### config.mk
export PLATFORM = sky130hd
export DESIGN_NAME = nr_div_array
export DESIGN_NICKNAME = d
export VERILOG_FILES = /design/src/rtl/nr_div_pkg.sv /design/src/rtl/nr_div_array_mul.sv /design/src/rtl/nr_div_array.sv
export SDC_FILE = /design/constraint.sdc
export NUM_CORES = 2
export LEC_CHECK = 0
export BUFFER_PORTS_ARGS = -buffer_cell sky130_fd_sc_hd__buf_2
export CAP_MARGIN = 20
export CORE_MARGIN = 2
export CORE_UTILIZATION = 50
export DETAILED_ROUTE_END_ITERATION = 16
export GPL_TIMING_DRIVEN = 0
export PLACE_DENSITY_LB_ADDON = 0.08
export SLEW_MARGIN = 25
export SYNTH_ARGS = -nofsm -noshare
export SYNTH_HDL_FRONTEND = slang
export SYNTH_SLANG_ARGS = --single-unit
### constraint.sdc
create_clock -name clk -period 12.2 [get_ports clk]
set_input_delay 2.44 -clock clk [delete_from_list [all_inputs] [get_ports clk]]
set_output_delay 2.44 -clock clk [all_outputs]
set_load 0.1 [all_outputs]
### src/rtl/nr_div_pkg.sv
// Shared encodings and fixed-point helpers for the Newton-Raphson divider array.
package nr_div_pkg;

    // Top-level controller states
    typedef enum logic [1:0] {
        ST_IDLE = 2'd0,
        ST_RUN  = 2'd1,
        ST_DONE = 2'd2
    } state_t;

    // Per-lane datapath phase: t = d*x, x = x*(2-t), q = n*x
    typedef enum logic [1:0] {
        PH_DX = 2'd0,
        PH_XU = 2'd1,
        PH_QM = 2'd2
    } phase_t;

    // 1.0 in a format with frac fractional bits
    function automatic longint one_q(input int frac);
        return longint'(1) << frac;
    endfunction

    // 2.0 in a format with frac fractional bits
    function automatic longint two_q(input int frac);
        return longint'(2) << frac;
    endfunction

    // Largest positive value of a width-bit two's complement word
    function automatic longint sat_max(input int width);
        return (longint'(1) << (width - 1)) - 1;
    endfunction

    // Most negative value of a width-bit two's complement word
    function automatic longint sat_min(input int width);
        return -(longint'(1) << (width - 1));
    endfunction

endpackage

### src/rtl/nr_div_array_mul.sv
// Shared fixed-point multiplier: full signed product, truncating shift by FRAC,
// then saturation back into WIDTH bits.
module nr_mul_q
    import nr_div_pkg::*;
#(
    parameter int WIDTH = 16,
    parameter int FRAC  = 8
) (
    input  logic signed [WIDTH-1:0] a,
    input  logic signed [WIDTH-1:0] b,
    output logic signed [WIDTH-1:0] p
);

    localparam int WW = 2 * WIDTH;
    localparam logic signed [WW-1:0]    MAXP_W = WW'(sat_max(WIDTH));
    localparam logic signed [WW-1:0]    MINN_W = WW'(sat_min(WIDTH));
    localparam logic signed [WIDTH-1:0] MAXP   = WIDTH'(sat_max(WIDTH));
    localparam logic signed [WIDTH-1:0] MINN   = WIDTH'(sat_min(WIDTH));

    logic signed [WW-1:0] full;
    logic signed [WW-1:0] shifted;

    // Product, arithmetic shift (rounds toward -inf), clamp to WIDTH range
    always_comb begin
        full    = WW'(a) * WW'(b);
        shifted = full >>> FRAC;
        if (shifted > MAXP_W)
            p = MAXP;
        else if (shifted < MINN_W)
            p = MINN;
        else
            p = shifted[WIDTH-1:0];
    end

endmodule

### src/rtl/nr_div_array.sv
// Multi-lane signed fixed-point divider. One nr_mul_q is time-shared across all
// lanes; each lane runs ITERS Newton-Raphson refinements of 1/|d| and then one
// quotient multiply, giving a fixed CHANNELS*(2*ITERS+1) cycle run.
module nr_div_array
    import nr_div_pkg::*;
#(
    parameter int WIDTH    = 16,
    parameter int FRAC     = 8,
    parameter int CHANNELS = 9,
    parameter int ITERS    = 4
) (
    input  logic                      clk,
    input  logic                      rst_n,
    input  logic                      load,
    input  logic [CHANNELS*WIDTH-1:0] nr,
    input  logic [CHANNELS*WIDTH-1:0] dr,
    input  logic [CHANNELS*WIDTH-1:0] initial_guess,
    output logic                      busy,
    output logic                      done,
    output logic [CHANNELS*WIDTH-1:0] div_res,
    output logic [CHANNELS-1:0]       div_by_zero
);

    localparam int CHW = (CHANNELS > 1) ? $clog2(CHANNELS) : 1;
    localparam int ITW = (ITERS > 1) ? $clog2(ITERS) : 1;
    localparam logic signed [WIDTH-1:0] MAXP  = WIDTH'(sat_max(WIDTH));
    localparam logic signed [WIDTH-1:0] MINN  = WIDTH'(sat_min(WIDTH));
    localparam logic signed [WIDTH-1:0] TWO_Q = WIDTH'(two_q(FRAC));

    state_t state;
    phase_t phase;
    logic [CHW-1:0] ch;
    logic [ITW-1:0] iter;

    logic signed [WIDTH-1:0] mag_n [CHANNELS];
    logic signed [WIDTH-1:0] mag_d [CHANNELS];
    logic signed [WIDTH-1:0] guess [CHANNELS];
    logic [CHANNELS-1:0]     sgn;
    logic signed [WIDTH-1:0] x;
    logic signed [WIDTH-1:0] t;

    logic signed [WIDTH-1:0] mul_a;
    logic signed [WIDTH-1:0] mul_b;
    logic signed [WIDTH-1:0] prod;
    logic signed [WIDTH-1:0] lane_q;

    // |v| with the most negative code clamped to +max
    function automatic logic signed [WIDTH-1:0] mag(input logic signed [WIDTH-1:0] v);
        if (v == MINN)
            return MAXP;
        else if (v[WIDTH-1])
            return -v;
        else
            return v;
    endfunction

    nr_mul_q #(.WIDTH(WIDTH), .FRAC(FRAC)) u_mul (
        .a(mul_a),
        .b(mul_b),
        .p(prod)
    );

    // Operand select for the shared multiplier; the seed is used directly on the first DX
    always_comb begin
        mul_a = mag_d[ch];
        mul_b = x;
        case (phase)
            PH_DX: begin
                mul_a = mag_d[ch];
                mul_b = (iter == ITW'(0)) ? guess[ch] : x;
            end
            PH_XU: begin
                mul_a = x;
                mul_b = TWO_Q - t;
            end
            PH_QM: begin
                mul_a = mag_n[ch];
                mul_b = x;
            end
            default: ;
        endcase
    end

    // Signed lane result; zero divisors force a saturated quotient of the numerator's sign
    always_comb begin
        if (div_by_zero[ch])
            lane_q = sgn[ch] ? -MAXP : MAXP;
        else if (sgn[ch])
            lane_q = (prod == MINN) ? MAXP : -prod;
        else
            lane_q = prod;
    end

    // Controller, lane/iteration sequencing and result write-back
    always_ff @(posedge clk or negedge rst_n) begin
        if (!rst_n) begin
            state       <= ST_IDLE;
            phase       <= PH_DX;
            ch          <= '0;
            iter        <= '0;
            busy        <= 1'b0;
            done        <= 1'b0;
            div_res     <= '0;
            div_by_zero <= '0;
            sgn         <= '0;
            x           <= '0;
            t           <= '0;
            for (int i = 0; i < CHANNELS; i++) begin
                mag_n[i] <= '0;
                mag_d[i] <= '0;
                guess[i] <= '0;
            end
        end else begin
            done <= 1'b0;
            case (state)
                ST_IDLE: begin
                    if (load) begin
                        for (int i = 0; i < CHANNELS; i++) begin
                            mag_n[i]       <= mag(nr[i*WIDTH +: WIDTH]);
                            mag_d[i]       <= mag(dr[i*WIDTH +: WIDTH]);
                            guess[i]       <= initial_guess[i*WIDTH +: WIDTH];
                            sgn[i]         <= nr[i*WIDTH+WIDTH-1] ^ dr[i*WIDTH+WIDTH-1];
                            div_by_zero[i] <= (dr[i*WIDTH +: WIDTH] == '0);
                        end
                        state <= ST_RUN;
                        phase <= PH_DX;
                        ch    <= '0;
                        iter  <= '0;
                        busy  <= 1'b1;
                    end
                end
                ST_RUN: begin
                    case (phase)
                        PH_DX: begin
                            t <= prod;
                            if (iter == ITW'(0))
                                x <= guess[ch];
                            phase <= PH_XU;
                        end
                        PH_XU: begin
                            x <= prod;
                            if (iter == ITW'(ITERS - 1)) begin
                                iter  <= '0;
                                phase <= PH_QM;
                            end else begin
                                iter  <= iter + ITW'(1);
                                phase <= PH_DX;
                            end
                        end
                        PH_QM: begin
                            div_res[ch*WIDTH +: WIDTH] <= lane_q;
                            phase <= PH_DX;
                            if (ch == CHW'(CHANNELS - 1)) begin
                                ch    <= '0;
                                state <= ST_DONE;
                                done  <= 1'b1;
                                busy  <= 1'b0;
                            end else begin
                                ch <= ch + CHW'(1);
                            end
                        end
                        default: phase <= PH_DX;
                    endcase
                end
                ST_DONE: state <= ST_IDLE;
                default: state <= ST_IDLE;
            endcase
        end
    end

endmodule

# --- Word level (Yosys, flattened, before mapping) ---
# Index checks and enable logic that the tools add are counted.
word_totals:
  reg_bits: 638
  in_bits: 435
  word_cells: 211
op_classes:
  addsub: 23
  n_mul: 1
  order_cmp: 4
  eq_ne: 28
  n_shift: 2
  mux: 82
  n_bitwise: 10
  reduce_logical: 23
op_table:
  columns: ["operator", "n"]
  rows:
  - ["2-to-1 mux 16 bit", 49]
  - ["== test 16 bit (second input constant)", 19]
  - ["negator 16 bit", 19]
  - ["binary-select mux 16 bit (select 4 bit)", 3]
  - ["bitwise mux 144 bit", 1]
  - ["logical NOT 16 bit", 9]
  - ["variable shift 16 x 34 -> 144 bit (first input constant)", 1]
  - ["indexed part select 16 x 34 -> 144 bit", 1]
  - ["case mux 16 bit (2 select lines)", 3]
  - ["negator 8 -> 34 bit", 1]
  - ["multiplier 16 x 16 -> 32 bit", 1]
  - ["greater-than comparator 24 x 16 -> 1 bit (second input constant)", 1]
  - ["less-than comparator 24 x 16 -> 1 bit (second input constant)", 1]
  - ["case mux 2 bit (2 select lines)", 4]
  - ["subtractor 11 x 16 -> 16 bit (first input constant)", 1]
  - ["2-to-1 mux 2 bit", 7]
  - ["2-to-1 mux 4 bit", 3]
  - ["AND reduction 2 bit", 5]
  - ["AND reduction 3 bit", 3]
  - ["bitwise XOR 1 bit", 9]
  - ["binary-select mux 1 bit (select 4 bit)", 2]
  - ["2-to-1 mux 1 bit", 8]
  - ["case mux 4 bit (2 select lines)", 1]
  - ["logical NOT 2 bit", 3]
  - ["13 further kinds", 18]

# --- Longest topological paths before layout ---
depth:
  depth_word: 16
  ltp_mapped: 43

# --- Hierarchy ---
# Synthesis repeated with hierarchy kept, for this count alone.
unflattened:
  hier_cells: 4754
  area_unflattened_um2: 44079.8
modules_own_cells:
  columns: ["module", "instances", "cells_per_inst", "area_per_inst_um2", "seq_area_each_um2"]
  rows:
  - ["nr_div_array", 1, 3634, 33991.4, 15965.3]
  - ["nr_mul_q", 1, 1120, 10088.4, 0.0]

# --- Least setup slack after synthesis ---
# No wires, ideal clock.
synth_timing:
  kind: "flip-flop to flip-flop"
  from: "reg ch[0]"
  to: "reg div_res[107]"
  t_arrival_ns: 10.656
  slack_ns: 1.412
  path_stages_with_launch: 37
  cell_sequence: "dfrtp_1 > buf_4 > buf_2 > buf_2 > buf_2 > buf_1 > buf_1 > clkbuf_1 > mux4_2 > mux2i_1 > o21ai_0 > o21ai_1 > nor2_1 > fa_1 > inv_1 > fa_1 > fa_1 > inv_1 > fa_1 > fa_1 > inv_1 > fa_1 > inv_1 > ha_1 > clkbuf_1 > nand4_1 > or3_1 > a2111oi_2 > nand4_1 > nor4bb_1 > a311oi_2 > nand3_1 > nor3_2 > a2bb2oi_2 > or3_1 > a21oi_2 > o21ai_1"
synth_between:
  elab_chain_len: 16
  word_cells_on_any_way: 32
  cone_classes: "2 x add/sub; 1 x mul; 2 x order compare; 1 x eq/ne; 2 x shift; 23 x mux; 1 x bitwise"
synth_rtl:
  columns: ["element", "line", "text"]
  rows:
  - ["from (decl)", "nr_div_array.sv:32", "logic [CHW-1:0] ch;"]
  - ["from (signal assigned)", "nr_div_array.sv:159", "ch <= ch + CHW'(1);"]
  - ["inverter 4 -> 5 bit (implied by the code)", null, null]
  - ["binary-select mux 16 bit (select 4 bit)", "nr_div_array.sv:70", "mul_b = (iter == ITW'(0)) ? guess[ch] : x;"]
  - ["2-to-1 mux 16 bit (implied by the code) (2 in series)", "nr_div_array.sv:70", null]
  - ["2-to-1 mux 16 bit", null, null]
  - ["case mux 16 bit (2 select lines)", "nr_div_array.sv:67", "case (phase)"]
  - ["multiplier 16 x 16 -> 32 bit", "nr_div_array_mul.sv:25", "full = WW'(a) * WW'(b);"]
  - ["less-than comparator 24 x 16 -> 1 bit", "nr_div_array_mul.sv:29", "else if (shifted < MINN_W)"]
  - ["2-to-1 mux 16 bit", "nr_div_array_mul.sv:29", null]
  - ["2-to-1 mux 16 bit", "nr_div_array_mul.sv:27", "if (shifted > MAXP_W)"]
  - ["negator 16 bit / == test 16 bit (equally long branches)", "nr_div_array.sv:89", "lane_q = (prod == MINN) ? MAXP : -prod;"]
  - ["2-to-1 mux 16 bit", "nr_div_array.sv:89", null]
  - ["2-to-1 mux 16 bit", "nr_div_array.sv:88", "else if (sgn[ch])"]
  - ["2-to-1 mux 16 bit", "nr_div_array.sv:86", "if (div_by_zero[ch])"]
  - ["indexed part select 16 x 34 -> 144 bit", "nr_div_array.sv:151", "div_res[ch*WIDTH +: WIDTH] <= lane_q;"]
  - ["bitwise mux 144 bit (*)", "nr_div_array.sv:151", null]
  - ["to (signal, indexed assignment)", "nr_div_array.sv:151", null]
  - ["to (decl)", "nr_div_array.sv:20", "output logic [CHANNELS*WIDTH-1:0] div_res,"]
# Mark *: on every way between the ends. The rest lies on a longest branch, timed or not. The select of a mux whose other input is x is not followed.
# A chain may end at the register's enable or synchronous reset.

# --- Worst setup path in the final report ---
layout_timing:
  from: "reg ch[1]"
  to: "reg div_res[133]"
# The elaborated chain is that of the path after synthesis.

==> results.md <==
Die:
- Once the floorplan was initialized, standard cells occupied between 50% and 60% of the core.
- The floorplan step defined a die boundary enclosing between 90,000 and 100,000 um2.
- The top-level I/O count is between 500 and 600.
- The die boundary height is ~300 um.
- The placeable core area is 88,500 um2.
- After floorplanning, the core was divided into about 110 placement rows.
- The die width is slightly above 300 um.

GRT:
- The pin count of the biggest net entering global routing is 90.
- The initial antenna violation count was 35.
- The overall overflow remaining after global route is 0.
- The wire length of the first global-routing pass is 250,000 um.
- Across every metal layer, demand over resource in global routing totals between 30% and 40%.
- The via count of the first global-routing pass is 40,300.

Setup path:
- The top cell family by delay on the critical path is adder cells.
- The start of the worst register-to-register path is ch[1]$_DFFE_PN0P_.
- On the critical path, the stage with the largest delay is an instance of fa_1.
- The element type at the critical path start is a flop.
- The worst-path maximum fanout is 10.
- The endpoint arrival time on the critical path is between 10 and 15 ns.
- The data required time at the worst endpoint is roughly 13 ns.
- For this run, the slowest stage of the critical path takes around 0.56 ns.
- Across all register-to-register paths, the minimum setup slack is between 0.2 and 0.3 ns.
- The cell with the most instances on the worst path is fa_1.
- The count of buffer and inverter cells on the critical path is 12.
- The category of the critical setup timing path is reg2reg.
- STA classifies the critical path endpoint as a flop.
- The most critical setup path has its startpoint at ch[1]$_DFFE_PN0P_.

Clocking:
- The CTS tree is built.
- The clock transition at the register clock pins on the worst setup and hold paths after CTS is 0.06 ns.
- Counting along the longest clock path gives a buffer depth of 3.
- The count of hold-fix buffers inserted at cts is 0.
- The number of buffers inserted during clock tree synthesis is 72.
- The H-tree generated during clock tree synthesis spans 3 levels.
- The clock root buffer is clkbuf_16.
- For the worst-skew pair, the clock arrives at the later sink with an insertion delay of about 0.67 ns.
- CTS saw between 600 and 700 sinks.

STA:
- The worst-case clock skew is about 0.088 ns.
- The final-layout worst hold slack is 0.471 ns.
- The max-slew violation count is 0.
- The setup TNS is 0 ns.
- Setup repair after global routing could not meet its margin everywhere.
- Dividing the final minimum period by the clock period gives 97.9%.
- The final critical path time including I/O delays and setup is around 12 ns.
- The hold violation count in the final report is 0.
- The slew at the pin closest to its max-slew limit is around 1.1 ns.
- The upper clock frequency limit is approximately 84 MHz.
- The worst relative slew slack is between 20% and 30%.
- Setup violations remaining at the end of the flow were counted as 0.

Routing:
- The final antenna-violating net count is 0.
- The number of vias per cell is just under 6.
- The first routing iteration left 4,062 violations.
- The total detailed-routing wirelength is 171,000 um.
- The total number of vias is slightly above 40,000.
- Dividing the detail-routed wire length by the instance count gives 24.6 um.
- After detailed routing, the number of remaining DRC violations is 0.
- The number of iterations in the first detailed-routing pass is 5.

Synthesis:
- Summing the sequential cell areas from Yosys gives 35.7% of the chip area.
- The total of warnings raised by yosys is 0.
- Synthesis produced a netlist whose cell count is between 5,000 and 6,000.
- In this run, synthesis inferred 0 flip-flops with an integrated enable.
- The async set-reset flop share out of synthesis is 100%.
- The predominant post-synthesis flop cell is dfrtp_1.
- The number of nets handed over by synthesis was 5,819.
- After synthesis, the mean cell area works out to 8.93 um2.
- The post-synthesis cell type count is 95.
- The mapped netlist covers approximately 45,000 um2.
- The flip-flop and latch count after synthesis is 638.

Worst hold path:
- The path class of the lowest-slack min-delay path is reg2reg.
- The hold path startpoint is guess[105]$_DFFE_PN0P_.

Placement:
- The last weighted congestion value of the routability-driven placer is slightly below 1.
- The estimated wirelength of the detail-placed design is between 100,000 and 150,000 um.
- The number of I/O port buffers is 573.

Final layout:
- Cells with a size suffix above 1 make up about 18% of the layout.
- For this run, the post-layout net count is roughly 6,500.
- The end-of-flow core utilization is between 50 and 60%.
- Relative to the synthesized area, the layout overhead comes to 18.2%.

Run:
- Across the run, the number of max-cap violations was 0.

Run status:
- The run finished with clean final reports.
flip-flops by register name, indices dropped and copies added (netlist names):
signal / cells
div_res: 144
guess: 144
mag_d: 144
mag_n: 144
t: 16
x: 16
div_by_zero: 9
sgn: 9
ch: 4
iter: 2
phase: 2
state: 2
busy: 1
done: 1
worst min-delay path, delay by kind of cell (launching register included):
kind | cells | cell delay [ns]
flops | 1 | 0.34
simple gates | 2 | 0.10
Yosys cell counts (8+ instances only):
cell type,instances,area [um2]
o311ai_0,8,70.1
mux4_2,90,2030
a31oi_1,20,125
nand2_1,950,3570
buf_2,13,65.1
o31ai_1,65,488
nand3_1,44,220
o21a_1,24,180
a21o_1,22,165
fa_1,262,5250
nor3_1,37,185
nor2b_1,46,288
nand4_1,31,194
or3_1,65,407
o21bai_1,8,60.1
a221oi_1,8,70.1
xnor2_1,55,482
nor2_1,521,1960
buf_1,24,90.1
a211oi_1,10,75.1
nand2b_1,57,357
dfrtp_1,638,16000
o211ai_1,15,113
mux2_2,12,135
o41ai_1,29,254
nor4_1,18,113
a22o_1,16,140
a221o_1,14,140
and3_1,12,75.1
xor2_1,205,1800
o21ai_0,321,1610
inv_1,373,1400
ha_1,108,1350
o21ai_1,24,120
and2_1,12,75.1
a21oi_1,354,1770
mux2i_1,84,841
clkbuf_1,225,845
o22ai_1,13,81.3
a22oi_1,10,75.1
or2_2,20,125
or4_1,47,353
worst paths after layout:
path	end	cells after the start
max in group asynchronous	div_res[133]$_DFFE_PN0P_	4
min reg2reg	guess[105]$_DFFE_PN0P_	2
max	div_res[133]$_DFFE_PN0P_	38
max reg2reg	div_res[133]$_DFFE_PN0P_	38
min in group asynchronous	guess[101]$_DFFE_PN0P_	1
min	guess[105]$_DFFE_PN0P_	2
logic make-up after synthesis:
| group | after synthesis | synth area share [%] |
|---|---|---|
| xor gates and xnor gates | 260 | 5.09 |
| AOI/OAI and AO/OA | 1025 | 13.9 |
| buffers and inverters | 640 | 5.45 |
| DFF | 638 | 35.7 |
| adders and majority gates | 370 | 14.7 |
| and+or+nand+nor | 1895 | 18.4 |
| muxes | 186 | 6.71 |
per-layer routing:
metal  wire length [um]  track usage [%]  vias up
met5                159                0        -
met4              10100             18.8       24
met3              14900             7.88      474
met2              81000             60.4     1935
met1              65000             46.2    20300
li1                   -                -    18300
timing repair:
action / in CTS / in global routing
gates cloned: 0 / 0
setup endpoints to repair: 176 / 173
setup buffers: 10 / 29
resized for setup: 94 / 66
pin swaps: 7 / 15
layout make-up:
type / count / area [um2]
Tap cell: 1165 / 1460
Antenna cell: 20 / 50.0
Fill cell: 8052 / 35600
Timing Repair Buffer: 627 / 3630
Sequential cell: 638 / 16000
Multi-Input combinational cell: 3736 / 26800
Clock buffer: 96 / 2040
Inverter: 374 / 1400
Clock inverter: 33 / 389
Buffer: 259 / 1160
stage by stage:
step	instance area [um2]	cells	setup slack [ns]
floorplan	44800	5014	1.41
global placement	49100	6752	-5.07
detailed placement	49400	6766	-2.74
CTS	52300	6903	0.0157
global route	52900	6945	-0.0389
finish	52900	6948	0.257
placed cells by master, fill, tap and decap left out, types with 22 or more instances in the layout:
master / n
clkbuf_16: 72
inv_1: 372
dfrtp_1: 638
fa_1: 259
ha_1: 108
xnor2_1: 53
nor3_1: 37
clkbuf_2: 22
nand2_1: 947
nor2b_1: 46
xor2_1: 205
o21ai_1: 29
nand4_1: 31
buf_4: 37
o21ai_0: 307
nor2_1: 517
a21oi_1: 340
or3_1: 65
mux2i_1: 81
o31ai_1: 65
mux4_2: 90
buf_2: 580
nand2b_1: 57
clkbuf_1: 199
o21a_1: 24
o41ai_1: 28
or4_1: 47
a21o_1: 22
nand3_1: 43
Power is not shown: default switching activity piles up to over one toggle a cycle in this logic, so the estimate is an artifact.
